## config.mk

```make
export PLATFORM = sky130hd
export DESIGN_NAME = thumb_fetch_unit
export DESIGN_NICKNAME = d
export VERILOG_FILES = /design/src/rtl/thumb_fetch_unit.sv
export SDC_FILE = /design/constraint.sdc
export NUM_CORES = 1
export LEC_CHECK = 0
export BUFFER_PORTS_ARGS = -buffer_cell sky130_fd_sc_hd__buf_2
export CELL_PAD_IN_SITES_DETAIL_PLACEMENT = 1
export CELL_PAD_IN_SITES_GLOBAL_PLACEMENT = 2
export CORE_UTILIZATION = 39
export CTS_CLUSTER_DIAMETER = 100
export DETAILED_ROUTE_END_ITERATION = 6
export PLACE_DENSITY = 0.92
export SLEW_MARGIN = 20
export SYNTH_ARGS = -nofsm -noshare
export SYNTH_HDL_FRONTEND = slang
export SYNTH_SLANG_ARGS = --single-unit
```

## constraint.sdc

```tcl
create_clock -name clk_i -period 6.08 [get_ports clk_i]
set_clock_uncertainty 0.05 [all_clocks]
set_input_delay 1.216 -clock clk_i [delete_from_list [all_inputs] [get_ports clk_i]]
set_output_delay 1.216 -clock clk_i [all_outputs]
set_load 0.01 [all_outputs]
```

## src/rtl/thumb_fetch_unit.sv

```systemverilog
// Thumb instruction fetch stage: owns the fetch PC, issues halfword fetches to a
// 1-cycle synchronous instruction memory and queues returns in order for decode.
module thumb_fetch_unit #(
    parameter int              WORD      = 32,
    parameter logic [WORD-1:0] RESET_PC  = '0,
    parameter int              BUF_DEPTH = 2
) (
    input  logic            clk_i,
    input  logic            reset_i,
    input  logic            take_branch_i,
    input  logic            flush_pipeline_i,
    input  logic [WORD-1:0] branch_target_i,
    input  logic            stall_i,
    output logic            imem_req_o,
    output logic [WORD-1:0] imem_addr_o,
    input  logic [15:0]     imem_data_i,
    output logic [15:0]     instruction_o,
    output logic [WORD-1:0] program_counter_o,
    output logic            is_valid_o
);

    localparam int              PW        = (BUF_DEPTH > 1) ? $clog2(BUF_DEPTH) : 1;
    localparam int              CW        = $clog2(BUF_DEPTH + 1);
    localparam logic [PW-1:0]   LAST_PTR  = PW'(BUF_DEPTH - 1);
    localparam logic [WORD-1:0] HALF_MASK = ~(WORD'(1));

    typedef enum logic {
        ST_RUN,
        ST_REDIRECT
    } state_t;

    state_t          state_q, state_d;
    logic [WORD-1:0] fetch_pc_q;
    logic [WORD-1:0] inflight_addr_q;
    logic [WORD-1:0] redirect_pc;
    logic            inflight_q;
    logic [CW-1:0]   count_q;
    logic [PW-1:0]   rd_ptr_q, wr_ptr_q;
    logic [15:0]     buf_data_q [BUF_DEPTH];
    logic [WORD-1:0] buf_addr_q [BUF_DEPTH];
    logic            redirect, pop, push;
    logic [CW:0]     occupancy;

    function automatic logic [PW-1:0] ptr_inc(input logic [PW-1:0] p);
        return (p == LAST_PTR) ? '0 : p + 1'b1;
    endfunction

    assign redirect   = take_branch_i | flush_pipeline_i;
    assign is_valid_o = (count_q != '0);
    assign pop        = is_valid_o & ~stall_i;
    // A squashing edge discards the return of the in-flight fetch.
    assign push       = inflight_q & ~redirect;
    assign occupancy  = {1'b0, count_q} + (CW+1)'(inflight_q) - (CW+1)'(pop);

    assign imem_addr_o       = fetch_pc_q;
    assign instruction_o     = is_valid_o ? buf_data_q[rd_ptr_q] : '0;
    assign program_counter_o = is_valid_o ? buf_addr_q[rd_ptr_q] + WORD'(4) : '0;

    always_comb begin
        // NOTE: every signal driven here gets a default first so no path infers a latch.
        state_d    = ST_RUN;
        imem_req_o = 1'b0;
        unique case (state_q)
            ST_RUN:      imem_req_o = (occupancy < (CW+1)'(BUF_DEPTH));
            ST_REDIRECT: imem_req_o = 1'b1;
            default:     imem_req_o = 1'b0;
        endcase
        if (redirect) state_d = ST_REDIRECT;
        if (reset_i)  imem_req_o = 1'b0;
    end

    // Replay restarts at the oldest instruction not yet handed to decode.
    always_comb begin
        if (take_branch_i)   redirect_pc = branch_target_i & HALF_MASK;
        else if (is_valid_o) redirect_pc = buf_addr_q[rd_ptr_q];
        else if (inflight_q) redirect_pc = inflight_addr_q;
        else                 redirect_pc = fetch_pc_q;
    end

    always_ff @(posedge clk_i or posedge reset_i) begin
        // NOTE: sequential state uses non-blocking assignments so every register samples pre-edge values.
        if (reset_i) begin
            state_q         <= ST_RUN;
            fetch_pc_q      <= RESET_PC & HALF_MASK;
            inflight_q      <= 1'b0;
            inflight_addr_q <= '0;
            count_q         <= '0;
            rd_ptr_q        <= '0;
            wr_ptr_q        <= '0;
        end else begin
            state_q <= state_d;
            if (redirect) begin
                fetch_pc_q <= redirect_pc;
                inflight_q <= 1'b0;
                count_q    <= '0;
                rd_ptr_q   <= '0;
                wr_ptr_q   <= '0;
            end else begin
                inflight_q <= imem_req_o;
                if (imem_req_o) begin
                    inflight_addr_q <= fetch_pc_q;
                    fetch_pc_q      <= fetch_pc_q + WORD'(2);
                end
                if (push) wr_ptr_q <= ptr_inc(wr_ptr_q);
                if (pop)  rd_ptr_q <= ptr_inc(rd_ptr_q);
                count_q <= count_q + CW'(push) - CW'(pop);
            end
        end
    end

    // NOTE: queue storage is not reset; count_q alone decides which entries are meaningful.
    always_ff @(posedge clk_i) begin
        if (push) begin
            buf_data_q[wr_ptr_q] <= imem_data_i;
            buf_addr_q[wr_ptr_q] <= inflight_addr_q;
        end
    end

endmodule
```

==> results.json <==
{
  "clock_latency_ns": 0.44,
  "drt_iter0_drc": 387,
  "wl_um": 25930,
  "syn-mean-instance-area_um2": 10.16,
  "cts_inserted_buffers": 17,
  "mostFrequentLayoutCells": "nand2_1 (175), buf_2 (133), edfxtp_1 (96)",
  "worstSetupStartpointType": "flop",
  "synth_cell_types": 70,
  "setup_viol": 0,
  "grt_pass1_vias": 7072,
  "synthesis.nets": 908,
  "whs_ns": 0.4560,
  "clock.fmax_mhz": 205.1,
  "min_from": "inflight_addr_q[24]",
  "htreeDepth": 4,
  "core_area_um2": 21760,
  "ctsResizeCount": 0,
  "synth_edf_count": 96,
  "antenna_found_initial": 0,
  "status": "completed",
  "ioPinCount": 135,
  "comb_power_share_pct": 12.3,
  "grt_pass1_wl_um": 40640,
  "nets": 1016,
  "power.share.switching_pct": 30.31,
  "synth_area_um2": 8648,
  "vias": 7177,
  "multiInputGateArea_um2": 3749,
  "arrival_ns": 3.61,
  "cap_violations": 0,
  "timing.rr.start": "count_q[1]",
  "worst_pin_slew_ns": 0.9319,
  "power_density_nw_per_um2": 283.7,
  "grt_overflow": 0,
  "grt_max_degree": 71,
  "critPathRequiredTime_ns": 4.81,
  "p_int_mw": 1.998,
  "worst-setup-path-type": "reg2out",
  "gp_congestion": 0.8205,
  "hold_viol_final": 0,
  "rows": 54,
  "cts_tree": "yes",
  "dieArea_um2": 22780,
  "post_cts_buffers": 0,
  "regArea_um2": 4638,
  "fill_cells": 2485,
  "p_leak_nw": 3.975,
  "avgRoutedWirePerCell_um": 20.71,
  "async_reset_ff_share_pct": 42.17,
  "syn_to_final_growth_pct": 16.83,
  "setup-tns-final_ns": 0,
  "worst_hold_path_type": "reg2reg",
  "fin_crit_ns": 4.876,
  "hold_depth": 0,
  "final_layout_size_suffix_gt1_share_pct": 21.60,
  "slew_violations": 0,
  "clockBufferDepth": 2,
  "rr_endpoint": "imem_addr_o[15]",
  "path_max_fanout": 43,
  "cts_hold_buf": 0,
  "whs_endpoint": "buf_addr_q[0][24]",
  "worstRegToRegCells": 9,
  "ant_nets": 0,
  "dr.pass1.iters": 5,
  "final_common_cell": "nand2_1",
  "die_w_um": 150.9,
  "seq_area_frac_synth_pct": 53.59,
  "num_antenna_cells": 0,
  "grt_usage_pct": 23.75,
  "p_seq_share_pct": 51.0,
  "ir_drop_uv": 184.3,
  "synthCells": 851,
  "relSlewSlack_pct": 37.88,
  "io_buffer_count": 133,
  "synth-seq-cells": 166,
  "r2r_slack_ns": 2.38,
  "start_util_pct": 39.75,
  "place_hpwl_um": 18220,
  "endpoint_kind": "output pin",
  "power_switching_mw": 0.8686,
  "cts_root_buffer": "clkbuf_16",
  "rsz0062_at_grt": "no",
  "finalCritPeriodShare_pct": 80.19,
  "die_h_um": 150.9,
  "cts.sinks": 166,
  "path_clk_slew_ns": 0.07,
  "ys_warn_count": 0,
  "vias_per_cell": 5.732,
  "clockPowerShare_pct": 36.8,
  "drc": 0,
  "ys.flop_type": "edfxtp_1"
}
cells in the mapped netlist (all sizes together), types with 9 or more instances:
cell / count / area (µm²)
nand2: 175 / 656.9
edfxtp: 96 / 2883
dfrtp: 70 / 1752
nor2: 69 / 259.0
o21ai: 60 / 300.3
mux2i: 44 / 444.2
nand3: 33 / 170.2
clkbuf: 30 / 112.6
buf: 26 / 147.6
nor3: 17 / 96.35
o211ai: 16 / 120.1
a21oi: 15 / 86.34
nand4: 14 / 106.4
a31oi: 13 / 81.33
mux2: 12 / 135.1
xnor2: 12 / 105.1
nand2b: 10 / 62.56
inv: 9 / 33.78
nor4: 9 / 62.56
power groups by stage:
stage	clock network (mW)	registers, mW	logic, mW
after floorplan	0	1.44	0.215
after global placement	0	1.47	0.335
after global routing	1.12	1.48	0.395
after detailed placement	0	1.48	0.348
after CTS	1.07	1.46	0.353
final	1.05	1.46	0.351
how the worst max path moves through the flow:
stage / startpoint / to / slack, ns / depth (start not counted)
after floorplan: take_branch_i / buf_addr_q[0][0] / 1.52 / 5
after global placement: rd_ptr_q / program_counter_o[29] / 1.71 / 7
after detailed placement: rd_ptr_q / program_counter_o[29] / 1.67 / 7
after CTS: rd_ptr_q / program_counter_o[29] / 1.17 / 7
after global routing: rd_ptr_q / program_counter_o[29] / 0.97 / 7
final: rd_ptr_q / program_counter_o[29] / 1.20 / 7
per-stage QoR:
stage	utilization [%]	setup WS, ns	cell area, µm²	instances	power (mW)
final	46.44	1.204	10100	1252	2.866
after global routing	46.44	0.9728	10100	1252	2.989
after CTS	46.43	1.171	10100	1252	2.884
after detailed placement	43.78	1.669	9525	1220	1.829
after global placement	43.77	1.709	9522	1220	1.804
after floorplan	-	1.522	8648	851	1.651
state kept, by name (all words and copies together) (netlist names):
name             count
count_q              2
rd_ptr_q             1
imem_addr_o         32
buf_addr_q          64
state_q              1
buf_data_q          32
wr_ptr_q             1
inflight_q           1
inflight_addr_q     32
metal layers:
metal | track usage [%] | vias up | part of all wire (%)
li1 | - | 3339 | -
met1 | 34.49 | 3586 | 48
met2 | 36.22 | 220 | 46
met3 | 3.645 | 32 | 4.7
met4 | 7.600 | 0 | 1.9
met5 | 0 | - | 0
kinds of logic after synthesis:
| group | count (synthesis) | synth area share (%) |
|---|---|---|
| compound gates | 169 | 13.53 |
| fa+ha+maj | 4 | 0.6656 |
| buf+inv | 65 | 3.400 |
| simple gates | 374 | 20.40 |
| xor+xnor | 17 | 1.722 |
| mux | 56 | 6.698 |
| flops | 166 | 53.59 |
cell type report:
class	instances	share of cell area [%]
sequential	166	45.91
multi-input combinational	620	37.10
timing repair buffer	145	7.480
clock buffer	17	4.211
tap	280	3.468
clock inverter	15	1.498
inverter	9	0.3344
worst max-delay path: stages (launching register included):
cell and delay (ns):
dfrtp_4 0.73, buf_4 0.60, mux2i_2 0.22, a211oi_2 0.31, nand3_2 0.31, or4b_1 0.62
mux2i_1 0.19, buf_2 0.17
Power figures use the tool's default switching activity.
